### src/rtl/pool_pkg.sv
// Shared types and constants for the sum-pooling window sequencer.
package pool_pkg;

  typedef enum logic [2:0] {
    IDLE,
    FETCH,
    DRAIN,
    EMIT,
    DONE
  } state_e;

  localparam int DEF_N = 32;
  localparam int DEF_Q = 16;

  // Number of output tiles for a map walked in non-overlapping windows.
  function automatic int tiles(input int img_w, input int img_h, input int window);
    return (img_w / window) * (img_h / window);
  endfunction

endpackage

### src/rtl/qadd.sv
// Sign-magnitude fixed-point adder (MSB is sign, N-1 magnitude bits, Q fractional).
// No saturation: magnitude overflow wraps.
module qadd #(
  parameter int Q = 15,
  parameter int N = 32
) (
  input  logic [N-1:0] a,
  input  logic [N-1:0] b,
  output logic [N-1:0] c
);

  if (Q >= N) begin : g_bad_q
    $error("qadd: Q must be smaller than N");
  end

  always_comb begin
    // NOTE: default every output of an always_comb first so no path can infer a latch.
    c = '0;
    if (a[N-1] == b[N-1]) begin
      c[N-2:0] = a[N-2:0] + b[N-2:0];
      c[N-1]   = a[N-1];
    end else if (a[N-2:0] > b[N-2:0]) begin
      c[N-2:0] = a[N-2:0] - b[N-2:0];
      c[N-1]   = a[N-1];
    end else begin
      // A zero difference is always reported as +0.
      c[N-2:0] = b[N-2:0] - a[N-2:0];
      c[N-1]   = b[N-1] && (b[N-2:0] != a[N-2:0]);
    end
  end

endmodule

### src/rtl/pool_window_sequencer.sv
// Walks a row-major feature map in WINDOW x WINDOW tiles, one buffer read per cycle,
// accumulating each tile through a single shared qadd and emitting it on valid/ready.
module pool_window_sequencer
  import pool_pkg::*;
#(
  parameter int N      = DEF_N,
  parameter int Q      = DEF_Q,
  parameter int WINDOW = 4,
  parameter int IMG_W  = 16,
  parameter int IMG_H  = 16,
  parameter int ADDR_W = 8,
  parameter int IDX_W  = 4
) (
  input  logic              clk,
  input  logic              reset,
  input  logic              start,
  output logic              busy,
  output logic              done,
  output logic              rd_en,
  output logic [ADDR_W-1:0] rd_addr,
  input  logic [N-1:0]      rd_data,
  output logic              out_valid,
  input  logic              out_ready,
  output logic [N-1:0]      out_data,
  output logic [IDX_W-1:0]  out_index
);

  localparam int TC    = IMG_W / WINDOW;
  localparam int TR    = IMG_H / WINDOW;
  localparam int KN    = WINDOW * WINDOW;
  localparam int TILES = tiles(IMG_W, IMG_H, WINDOW);
  localparam int OC_W  = (TC > 1) ? $clog2(TC) : 1;
  localparam int OR_W  = (TR > 1) ? $clog2(TR) : 1;
  localparam int K_W   = (KN > 1) ? $clog2(KN) : 1;

  if (TILES > (1 << IDX_W) || IMG_W * IMG_H > (1 << ADDR_W)) begin : g_bad_widths
    $error("pool_window_sequencer: IDX_W or ADDR_W too narrow for the map");
  end

  state_e            state_q;
  logic [OR_W-1:0]   orow_q;
  logic [OC_W-1:0]   ocol_q;
  logic [K_W-1:0]    k_q;
  logic [N-1:0]      acc_q, acc_d, add_a, add_sum;
  logic              rd_vld_q, rd_first_q;
  logic              busy_q, done_q, rd_en_q, out_valid_q;
  logic [ADDR_W-1:0] rd_addr_q;
  logic [N-1:0]      out_data_q;
  logic [IDX_W-1:0]  out_index_q;
  logic              last_k, last_col, last_row;

  function automatic logic [ADDR_W-1:0] tile_addr(input int orow, input int ocol, input int k);
    return ADDR_W'((orow * WINDOW + k / WINDOW) * IMG_W + ocol * WINDOW + k % WINDOW);
  endfunction

  assign last_k   = (k_q == K_W'(KN - 1));
  assign last_col = (ocol_q == OC_W'(TC - 1));
  assign last_row = (orow_q == OR_W'(TR - 1));

  // The first element of a tile restarts the sum instead of adding to the old one.
  assign add_a = rd_first_q ? '0 : acc_q;
  assign acc_d = rd_vld_q ? add_sum : acc_q;

  qadd #(.Q(Q), .N(N)) u_acc_add (
    .a(add_a),
    .b(rd_data),
    .c(add_sum)
  );

  // NOTE: sequential state uses non-blocking assignments so every register samples pre-edge values.
  always_ff @(posedge clk or posedge reset) begin
    if (reset) begin
      state_q     <= IDLE;
      orow_q      <= '0;
      ocol_q      <= '0;
      k_q         <= '0;
      acc_q       <= '0;
      rd_vld_q    <= 1'b0;
      rd_first_q  <= 1'b0;
      busy_q      <= 1'b0;
      done_q      <= 1'b0;
      rd_en_q     <= 1'b0;
      rd_addr_q   <= '0;
      out_valid_q <= 1'b0;
      out_data_q  <= '0;
      out_index_q <= '0;
    end else begin
      // Read data lands one cycle after its strobe.
      rd_vld_q   <= rd_en_q;
      rd_first_q <= rd_en_q && (k_q == '0);
      acc_q      <= acc_d;
      done_q     <= 1'b0;
      case (state_q)
        IDLE: begin
          if (start) begin
            state_q   <= FETCH;
            busy_q    <= 1'b1;
            rd_en_q   <= 1'b1;
            rd_addr_q <= tile_addr(0, 0, 0);
            orow_q    <= '0;
            ocol_q    <= '0;
            k_q       <= '0;
            acc_q     <= '0;
          end
        end
        FETCH: begin
          if (last_k) begin
            state_q <= DRAIN;
            rd_en_q <= 1'b0;
          end else begin
            k_q       <= k_q + 1'b1;
            rd_addr_q <= tile_addr(int'(orow_q), int'(ocol_q), int'(k_q) + 1);
          end
        end
        DRAIN: begin
          state_q     <= EMIT;
          out_valid_q <= 1'b1;
          out_data_q  <= acc_d;
          out_index_q <= IDX_W'(int'(orow_q) * TC + int'(ocol_q));
        end
        EMIT: begin
          if (out_ready) begin
            out_valid_q <= 1'b0;
            if (last_col && last_row) begin
              state_q <= DONE;
              busy_q  <= 1'b0;
              done_q  <= 1'b1;
            end else begin
              state_q <= FETCH;
              rd_en_q <= 1'b1;
              k_q     <= '0;
              if (last_col) begin
                ocol_q    <= '0;
                orow_q    <= orow_q + 1'b1;
                rd_addr_q <= tile_addr(int'(orow_q) + 1, 0, 0);
              end else begin
                ocol_q    <= ocol_q + 1'b1;
                rd_addr_q <= tile_addr(int'(orow_q), int'(ocol_q) + 1, 0);
              end
            end
          end
        end
        DONE:    state_q <= IDLE;
        default: state_q <= IDLE;
      endcase
    end
  end

  assign busy      = busy_q;
  assign done      = done_q;
  assign rd_en     = rd_en_q;
  assign rd_addr   = rd_addr_q;
  assign out_valid = out_valid_q;
  assign out_data  = out_data_q;
  assign out_index = out_index_q;

endmodule

### config.mk
export PLATFORM = sky130hd
export DESIGN_NAME = pool_window_sequencer
export DESIGN_NICKNAME = d
export VERILOG_FILES = /design/src/rtl/pool_pkg.sv /design/src/rtl/qadd.sv /design/src/rtl/pool_window_sequencer.sv
export SDC_FILE = /design/constraint.sdc
export NUM_CORES = 1
export LEC_CHECK = 0
export CAP_MARGIN = 20
export CELL_PAD_IN_SITES_DETAIL_PLACEMENT = 1
export CELL_PAD_IN_SITES_GLOBAL_PLACEMENT = 1
export CORE_AREA = 2 2 114 199
export CTS_CLUSTER_SIZE = 20
export DETAILED_ROUTE_END_ITERATION = 16
export DIE_AREA = 0 0 116 201
export PLACE_DENSITY = 0.77
export SYNTH_ARGS = -nofsm -noshare
export SYNTH_HDL_FRONTEND = slang
export SYNTH_SLANG_ARGS = --single-unit
### constraint.sdc
create_clock -name clk -period 3.91 [get_ports clk]
set_input_delay 0.391 -clock clk [delete_from_list [all_inputs] [get_ports clk]]
set_output_delay 0.391 -clock clk [all_outputs]
set_load 0.02 [all_outputs]
==> impl_metrics.json <==
{
  "synth.distinct_cells": 78,
  "max_freq_ghz": 0.264,
  "cts_made_buffers": 9,
  "cts_max_level": 3,
  "area_delta_synth_final_pct": 34.9,
  "avgViaCountPerCell": 5.83,
  "port_buffers": 83,
  "dr_wl_met3_um": 1420,
  "fin_skew_ps": 12.8,
  "synth_top_area_cell": "dfrtp_1",
  "hold_ws_ps": 393,
  "cts_sinks": 93,
  "end_kind": "flip-flop",
  "min_path_type": "input port to asynchronous set/reset pin",
  "worst_slew_pin_slew_ps": 818,
  "syn_nets": 1352,
  "io_pins": 84,
  "cts-root-buf": "clkbuf_16",
  "ys_seq_elements": 93,
  "crit_top_cell": "buf_4",
  "synth_edf_count": 0,
  "path_clk_slew_ps": 80,
  "syn_area_per_cell_um2": 7.79,
  "ys_seq_area_share_pct": 24.8,
  "m1WireLength_um": 13800,
  "hpwl_um": 31300,
  "path_class": "flip-flop to flip-flop",
  "timing.final.crit_period_ps": 3780,
  "coreArea_um2": 21800,
  "relSlewSlack_pct": 45.5,
  "crit_slowest_cell": "dfrtp_1",
  "die-area_um2": 23300,
  "clock_latency_ps": 380,
  "synth-async-reset-ratio_pct": 100,
  "drtIter0Drc": 462,
  "cts_buffer_depth": 2,
  "drc_errors": 0,
  "drive_gt1_share_pct": 21.9,
  "yosys-top-cells-count": "nand2_1, nor2_1, ha_1",
  "wirelength_um": 39500,
  "hold_viol": 0,
  "peakVddDrop_mv": 0.522,
  "die_h_um": 201,
  "setup-violations-final": 0,
  "placedInstanceArea_um2": 12100,
  "antenna_found_initial": 0,
  "first_global_vias": 11336,
  "p_total_w": 0.0127,
  "yosys_warnings": 0,
  "start_kind": "flip-flop",
  "yosysTopAreaCellShare_pct": 24.8,
  "critPathTopFamily": "compound AO/OA/AOI/OAI gates",
  "cap_viol_max_count": 0,
  "routed.top_layer": "met4",
  "drtAntennaViolNets": 0,
  "stdcell_area_um2": 12600,
  "status": "complete, no violations",
  "grt_start_max_net_pins": 59,
  "synth.most_common_cell": "nand2_1",
  "fin_setup_tns_ps": 0,
  "dr.pass1.iters": 5,
  "grt_overflow": 0,
  "ys.flop_type": "dfrtp_1",
  "crit_path_max_fanout": 8,
  "post-route-util_pct": 58.0,
  "wire_per_inst_um": 22.2,
  "finalNetCount": 1625,
  "grt_pass1_wl_um": 60500,
  "slew_viol_final": 0,
  "cp.arrival_ps": 4060,
  "ys_top_cells_by_area": "dfrtp_1, ha_1, a21oi_1",
  "cts_tree": "built",
  "p_leak_nw": 6.23,
  "slowest_delay_ps": 400,
  "route.met2.wl_um": 21400,
  "cp.required_ps": 4180,
  "synthCells": 1203,
  "grt_util_all_layers_pct": 34.0,
  "rows": 72,
  "place_congestion": 0.945,
  "vias": 10363,
  "initial_utilization_pct": 43.0,
  "worstPathCellList": "buf_4 -> buf_6 -> nand2b_1 -> inv_1 -> ha_1 -> a21o_1 -> a221o_1 -> o21bai_4 -> o21ai_2 -> mux2i_2 -> buf_4 -> buf_4 -> o21ai_1 -> xnor2_1 -> mux2_2 -> mux2_2",
  "period_share_pct": 96.8,
  "power_density_nw_per_um2": 1000,
  "rsz0062_at_grt": "true",
  "syn-cell-area_um2": 9370,
  "fillers": 2731,
  "critPathBufInv": 5,
  "fp.dieW_um": 116
}
==> power by group <==
| part | internal, W | leakage [nW] | total [W] | switching [W] |
|---|---|---|---|---|
| logic | 0.00445 | 4.96 | 0.0101 | 0.00565 |
| registers | 0.00141 | 1.13 | 0.00170 | 0.000293 |
| clock network | 0.000438 | 0.138 | 0.000893 | 0.000455 |
| total | 0.00629 | 6.23 | 0.0127 | 0.00640 |
==> cell type report <==
cell class / instances / area [µm²] / share of cell area [%]
antenna: 1 / 2.50 / 0.0198
inverter: 102 / 385 / 3.05
tap: 296 / 370 / 2.93
timing repair buffer: 316 / 2620 / 20.7
clock buffer: 10 / 229 / 1.81
multi-input combinational: 954 / 6660 / 52.7
clock inverter: 6 / 45.0 / 0.357
sequential: 93 / 2330 / 18.4
==> per-stage QoR <==
stage	setup WS, ps	std cells
2_1_floorplan	585	1203
3_3_place_gp	-63.8	1758
3_5_place_dp	-125	1758
4_1_cts	20.3	1774
5_1_grt	-70.8	1777
6_report	126	1778
==> worst register-to-register path: stages (launching register included) <==
cell,delay (ps)
dfrtp_1,400
buf_4,170
buf_6,140
nand2b_1,180
inv_1,120
ha_1,330
a21o_1,200
a221o_1,360
o21bai_4,210
o21ai_2,250
mux2i_2,330
buf_4,160
buf_4,90
o21ai_1,70
xnor2_1,140
mux2_2,280
mux2_2,260
==> cells in the final DEF (no fill, tap or decap), drive strengths merged, types with 26 or more instances in the layout <==
cell type	Yosys	routed
buf	23	233
nand2	125	125
nor2	117	117
ha	110	110
a21oi	107	107
inv	100	103
dfrtp	93	93
clkdlybuf4s50	0	83
o21ai	79	79
nand2b	44	44
mux2i	33	33
a21o	26	26
nand3	26	26
==> metal layers <==
| metal | vias to the layer above | GRT usage (%) |
|---|---|---|
| met2 | 337 | 64.0 |
| met5 | - | 0 |
| met1 | 5086 | 33.6 |
| met3 | 173 | 4.68 |
| li1 | 4767 | - |
| met4 | 0 | 21.4 |
==> cells by family (layout without fill, tap and decap cells) <==
group	count (synthesis)	count (layout)	synth area share [%]
AND/OR/NAND/NOR	406	406	20.3
other	0	1	0
XOR/XNOR	26	26	2.43
AO/OA/AOI/OAI	366	367	25.6
flip-flops	93	93	24.8
multiplexers	42	42	4.65
adder cells (fa/ha/maj)	113	113	15.3
buffers and inverters	157	434	6.80
==> sequential cells by signal (all words and copies together), names as in the netlist <==
| register | count |
|---|---|
| k_q | 4 |
| rd_vld_q | 1 |
| state_q | 3 |
| acc_q | 32 |
| out_valid | 1 |
| out_index | 4 |
| orow_q | 2 |
| out_data | 32 |
| rd_addr | 8 |
| ocol_q | 2 |
| busy | 1 |
| rd_en | 1 |
| done | 1 |
| rd_first_q | 1 |
==> worst paths after layout <==
check                           start            to  slack (ps)  cells after the start
setup / recovery           rd_first_q  out_data[20]         130                     16
hold / removal                  reset      acc_q[3]         390                      2
setup reg to reg           rd_first_q  out_data[20]         130                     16
hold reg to reg                 rd_en      rd_vld_q         470                      0
max in group asynchronous       reset          done        2810                      3
min in group clk                rd_en      rd_vld_q         470                      0
==> repair_timing <==
| action | 4_1_cts | 5_1_grt |
|---|---|---|
| hold buffers | 0 | 0 |
| endpoints found under the setup margin | 2 | 47 |
| gates resized for setup | 1 | 56 |
| cloned | 0 | 1 |
| setup buffers | 0 | 2 |
| pin swaps | 0 | 6 |
(Power assumes the default switching activity.)
